### src/rtl/reboot_ctrl.sv
// Keyed, cancellable reboot controller: after an authorised request it counts
// down DELAY cycles, then holds `reboot` high for HOLD cycles for the ICAP sequencer.
module reboot_ctrl #(
  parameter logic [15:0] KEY   = 16'hB007,
  parameter logic [15:0] DELAY = 16'd1000,
  parameter logic [7:0]  HOLD  = 8'd32
) (
  input  logic        clk,
  input  logic        rst_n,
  input  logic        req_valid,
  input  logic [15:0] req_key,
  output logic        req_ready,
  input  logic        cancel,
  output logic        reboot,
  output logic        busy,
  output logic [15:0] remaining,
  output logic [7:0]  bad_key_cnt,
  output logic        reboot_fail
);

  localparam logic [1:0] S_IDLE = 2'd0;
  localparam logic [1:0] S_CNT  = 2'd1;
  localparam logic [1:0] S_FIRE = 2'd2;

  logic [1:0] state;
  logic [7:0] hold_cnt;
  logic       armed;
  logic       accept;

  assign req_ready = (state == S_IDLE);
  assign busy      = (state != S_IDLE);
  // armed is clear for the first edge after reset so a request held through reset is not taken
  assign accept    = req_valid && req_ready && armed;

  always_ff @(posedge clk or negedge rst_n) begin
    if (!rst_n) begin
      state       <= S_IDLE;
      reboot      <= 1'b0;
      remaining   <= 16'd0;
      bad_key_cnt <= 8'd0;
      reboot_fail <= 1'b0;
      hold_cnt    <= 8'd0;
      armed       <= 1'b0;
    end else begin
      armed <= 1'b1;
      case (state)
        S_IDLE: begin
          if (accept) begin
            if (req_key == KEY) begin
              state     <= S_CNT;
              remaining <= DELAY;
            end else if (bad_key_cnt != 8'hFF) begin
              bad_key_cnt <= bad_key_cnt + 8'd1;
            end
          end
        end
        S_CNT: begin
          // cancel takes priority over expiry in the same cycle
          if (cancel) begin
            state     <= S_IDLE;
            remaining <= 16'd0;
          end else if (remaining != 16'd0) begin
            remaining <= remaining - 16'd1;
          end else begin
            state    <= S_FIRE;
            reboot   <= 1'b1;
            hold_cnt <= HOLD - 8'd1;
          end
        end
        S_FIRE: begin
          // still alive after the full hold: the device did not reconfigure
          if (hold_cnt == 8'd0) begin
            state       <= S_IDLE;
            reboot      <= 1'b0;
            reboot_fail <= 1'b1;
          end else begin
            hold_cnt <= hold_cnt - 8'd1;
          end
        end
        default: begin
          state     <= S_IDLE;
          reboot    <= 1'b0;
          remaining <= 16'd0;
        end
      endcase
    end
  end

endmodule

### config.mk
export PLATFORM = sky130hd
export DESIGN_NAME = reboot_ctrl
export DESIGN_NICKNAME = d
export VERILOG_FILES = /design/src/rtl/reboot_ctrl.sv
export SDC_FILE = /design/constraint.sdc
export NUM_CORES = 1
export LEC_CHECK = 0
export CORE_MARGIN = 5
export CORE_UTILIZATION = 50
export DETAILED_ROUTE_END_ITERATION = 8
export PLACE_DENSITY_LB_ADDON = 0.3
export SLEW_MARGIN = 0
export SYNTH_ARGS = -nofsm -noshare
export SYNTH_HDL_FRONTEND = slang
export SYNTH_SLANG_ARGS = --single-unit
### constraint.sdc
create_clock -name clk -period 2.33 [get_ports clk]
set_clock_uncertainty 0.1 [all_clocks]
set_input_delay 0.699 -clock clk [delete_from_list [all_inputs] [get_ports clk]]
set_output_delay 0.699 -clock clk [all_outputs]
set_load 0.005 [all_outputs]
Yosys cells after proc, flatten, opt, wreduce, memory -nomap -nowiden
Cells that the tools add are included.
{"block": "totals", "ff_bits": 37, "inputBits": 20}
{"block": "classes", "add_sub_neg": 3, "n_eq_ne": 12, "n_mux": 19, "bitwise": 3, "n_reduce_logical": 13}
{"operator": "2-to-1 mux 16 bit", "count": 4}
{"operator": "case mux 16 bit (3 select lines)", "count": 1}
{"operator": "2-to-1 mux 8 bit", "count": 3}
{"operator": "AND reduction 4 bit", "count": 5}
{"operator": "== test 16 bit, second input constant", "count": 1}
{"operator": "case mux 8 bit (2 select lines)", "count": 1}
{"operator": "nonzero test 16 bit", "count": 1}
{"operator": "subtractor 16 x 1 -> 16 bit, second input constant", "count": 1}
{"operator": "2-to-1 mux 2 bit", "count": 5}
{"operator": "adder 8 x 1 -> 8 bit, second input constant", "count": 1}
{"operator": "logical NOT 8 bit", "count": 1}
{"operator": "inequality test 2 bit, second input constant", "count": 4}
{"operator": "inequality test 8 bit, second input constant", "count": 1}
{"operator": "subtractor 8 x 1 -> 8 bit, second input constant", "count": 1}
{"operator": "inequality test 3 bit, second input constant", "count": 2}
{"operator": "case mux 2 bit (3 select lines)", "count": 1}
{"operator": "inequality test 2 x 1 -> 1 bit, second input constant", "count": 2}
{"operator": "nonzero test 2 bit", "count": 2}
{"operator": "2-to-1 mux 1 bit", "count": 3}
{"operator": "inverter 1 bit", "count": 3}
{"operator": "case mux 1 bit (3 select lines)", "count": 1}
{"operator": "== test 2 x 1 -> 1 bit, second input constant", "count": 1}
{"operator": "== test 2 bit, second input constant", "count": 1}
{"operator": "logical AND 1 bit", "count": 2}
{"operator": "other kinds (2)", "count": 2}

Longest topological paths before layout
{"block": "logic_depth", "depth_word": 5, "mapped_depth": 8}

Worst setup path before layout
No wires, ideal clock.
{"block": "synth_path", "kind": "input to register", "from": "input req_key[9]", "to": "register remaining[5]", "setup_time_ps": 95, "arrival_time_ps": 1880, "t_required_ps": 2135, "path_slack_ps": 255, "cell_stages": 6, "n_path_buf": 1, "path_cell_list": "nor4b_1 > and4_2 > a21oi_2 > or2_1 > buf_2 > o31ai_1"}
{"block": "synth_via", "elab_chain_cells": 3}
{"element": "start, declared", "line": "11", "text": "input logic [15:0] req_key,"}
{"element": "== test 16 bit", "line": "49", "text": "if (req_key == KEY) begin"}
{"element": "inequality test 2 x 1 -> 1 bit (no source line)"}
{"element": "AND reduction 4 bit (no source line)"}
{"element": "end signal, assigned", "line": "63", "text": "remaining <= remaining - 16'd1;"}
{"element": "end, declared", "line": "16", "text": "output logic [15:0] remaining,"}
No other way between the ends.
A chain may end at the register's enable or synchronous reset.

Worst setup path in the final report
{"block": "layout_path", "from": "register state[0]", "to": "output busy"}
{"block": "layout_via", "elab_chain_cells": 1}
{"element": "start, declared", "line": "25", "text": "logic [1:0] state;"}
{"element": "start signal, assigned", "line": "37", "text": "state <= S_IDLE;"}
{"element": "start signal, assigned", "line": "50", "text": "state <= S_CNT;"}
{"element": "start signal, assigned", "line": "60", "text": "state <= S_IDLE;"}
{"element": "nonzero test 2 bit", "line": "31", "text": "assign busy = (state != S_IDLE);"}
{"element": "end, declared", "line": "15", "text": "output logic busy,"}
No other way between the ends.

==> run summary <==
Global route total overflow: 0
Post-route DRC: 0
Pin count of the biggest net entering global routing: 38
Detail Placement HPWL: 3750 um
Core Area: 4260 sq um
Overall power: 2.03 mW
GRT met3 Usage: 5.94%
Yosys top cell area share: 42.8%
Async SR Flop Fraction: 100%
Final Worst Setup Slack: 0.0740 ns
Sequential fraction of the synthesis area: 42.8%
Vias per cell: 5.77
First DRT Iteration DRCs: 340
Final Non-Filler Cells: 331
Post-synth design cell area: 2160 sq um
First-pass GRT wire length: 8400 um
Global-route usage over all layers: 19.3%
Via Count: 1,911
Layer with the highest usage: met2
Worst-case clock buffer depth: 2
CP Cell Sequence: nor2_4, inv_1, clkdlybuf4s50_1
Worst skew pair latency: 0.29 ns
Clock share of power: 33.1%
I/O pins: 48
Multi-input gate area: 1150 sq um
Clock transition at path regs: 0.08 ns
Synthesized flop and latch total: 37
Row count: 24
Die width: 75.8 um
Count leader, synth: dfrtp_1
Cts bufs inserted: 5
Min cycle time layout: 2.26 ns
Pwr Density: 692 nW/um^2
Rel. slew slack: 66.6%
Antenna diodes: 0
NetSw: 0.590 mW
Initial core utilization: 50.7%
Number of global-route vias before repair: 1,810
Peak VDD IR: 0.000418 V
Die H: 75.8 um
Hold Fails Final Rpt: 0
Slowest cell on crit path: dfrtp_2
Main flop type after synthesis: dfrtp_1
EDFF count, synth: 0
Cells after synthesis: 215
Peak Freq: 443 MHz
Hold_buf cts: 0
LEAKAGE: 1.26 nW
Area Overhead vs Synth: 35.6%
Slew of the pin with the lowest slew margin: 0.496 ns
Placed Area: 2760 sq um
Initial antenna violation count: 0
Combinational share of power: 23.9%
Port buffer count: 47
Routability congestion estimate: 0.846
M1 GR Usage: 26.6%
Sw Share: 29.0%
CP startpoint kind: flop
Die area: 5740 sq um
Max cap viols: 0
Synth cell count leaders: dfrtp_1 (37), o21ai_0 (19), nand2_1 (17)
Distinct cells, synth: 61
Crit path largest cell delay: 0.48 ns
CP required: 1.53 ns
Worst Hold Class: reg -> reg
Post-place setup slack: -0.286 ns
Clk sinks: 37
Top area cells in the synthesized netlist: dfrtp_1 (43%), o21ai_0 (4.4%), nand2_1 (3.0%)
Filler instances: 335
Share of cells above drive strength 1: 17.6%
Drt first pass iters: 4
CTS tree: built
Final worst-path cycle share: 96.8%
CP Class: reg -> out
# nets final: 303
Outcome: complete, no violations
Crit Path Max Fanout: 8
Ys Warns: 0
Met2 usage: 29.8%
Final wirelength: 5180 um
Register area: 927 sq um
Fin. max-slew vios: 0
Seq pwr share: 43.1%
Post-synth net total: 240
Final setup fails: 0
WL/cell: 15.7 um
Design Area, Final: 2930 sq um
Critical Path AT: 1.46 ns
Synth Area per Inst: 10.1 sq um
Routed Antenna Nets: 0
Worst Setup End Kind: output pin
Area leader, netlist: dfrtp_1
Placed Instances: 320
Internal: 1.44 mW
H-tree Lvls: 2
Root Buffer: clkbuf_8
Fin util: 68.8%
## logic make-up after synthesis
group	Yosys count	share of synthesized area, %
AO/OA/AOI/OAI	61	20.0
XOR/XNOR	11	4.46
adder cells (fa/ha/maj)	5	2.89
buffers and inverters	20	4.86
flip-flops	37	42.8
multiplexers	3	1.56
other	1	0.173
AND/OR/NAND/NOR	77	23.2
## state kept, by name (all words and copies together) (netlist names)
name,cells
armed,1
bad_key_cnt,8
hold_cnt,8
reboot,1
reboot_fail,1
remaining,16
state,2
## power by group through the flow
stage | registers, mW | clock network (mW) | logic (mW)
4_1_cts | 0.876 | 0.679 | 0.490
5_1_grt | 0.894 | 0.708 | 0.547
2_1_floorplan | 0.864 | 0 | 0.313
6_report | 0.875 | 0.671 | 0.484
3_3_place_gp | 0.884 | 0 | 0.469
3_5_place_dp | 0.888 | 0 | 0.487
## worst max-delay path, delay by kind of cell, from the launching register on
| kind | cells | cell delay (ns) |
|---|---|---|
| buffers and inverters | 2 | 0.53 |
| DFF | 1 | 0.48 |
| and+or+nand+nor | 1 | 0.15 |
## cell type report
class	count	area share (%)
inverter	11	1.41
clock inverter	3	2.22
clock buffer	5	2.35
timing repair buffer	65	21.1
tap	52	2.22
multi-input combinational	158	39.1
sequential	37	31.6
## placed cells by master (no fill, tap or decap), types with 4 or more instances in the layout
cell             instances
clkdlybuf4s50_1         47
dfrtp_1                 36
o21ai_0                 18
nand2_1                 17
buf_4                   17
nor2_1                  15
inv_1                   10
a21oi_1                 10
nor3_1                   7
a31oi_1                  7
xnor2_1                  6
nand3_1                  5
nand4_1                  5
xor2_1                   5
ha_1                     5
clkbuf_8                 5
o31ai_1                  4
## final timing paths
| path | from | endpoint | slack, ns | depth (start not counted) |
|---|---|---|---|---|
| hold / removal | reboot_fail$_DFFE_PN0P_ | reboot_fail$_DFFE_PN0P_ | 0.38 | 1 |
| min in group asynchronous | rst_n | bad_key_cnt[0]$_DFFE_PN0P_ | 0.73 | 2 |
| setup / recovery | state[0]$_DFFE_PN0P_ | busy | 0.07 | 3 |
| max in group asynchronous | rst_n | state[0]$_DFFE_PN0P_ | 1.03 | 2 |
| setup reg to reg | remaining[1]$_DFFE_PN0P_ | remaining[0]$_DFFE_PN0P_ | 0.15 | 8 |
| hold reg to reg | reboot_fail$_DFFE_PN0P_ | reboot_fail$_DFFE_PN0P_ | 0.38 | 1 |
## metrics by stage
step | hold WS, ns | setup TNS (ns)
2_1_floorplan | 0.303 | 0
3_3_place_gp | 0.361 | -3.48
3_5_place_dp | 0.367 | -4.18
4_1_cts | 0.387 | 0
5_1_grt | 0.409 | -0.0219
6_report | 0.382 | 0
## routing by layer
| layer | routed length (um) | part of all wire, % |
|---|---|---|
| met3 | 343 | 6.6 |
| met1 | 2300 | 44 |
| met4 | 38 | 0.73 |
| met2 | 2500 | 48 |
| met5 | 0 | 0 |
## what timing repair did
action,in CTS,in global routing
buffers inserted,0,3
pin swaps,0,3
gates resized for setup,1,5
endpoints found under the setup margin,2,8
No activity file was read; power rests on OpenSTA's default activity.
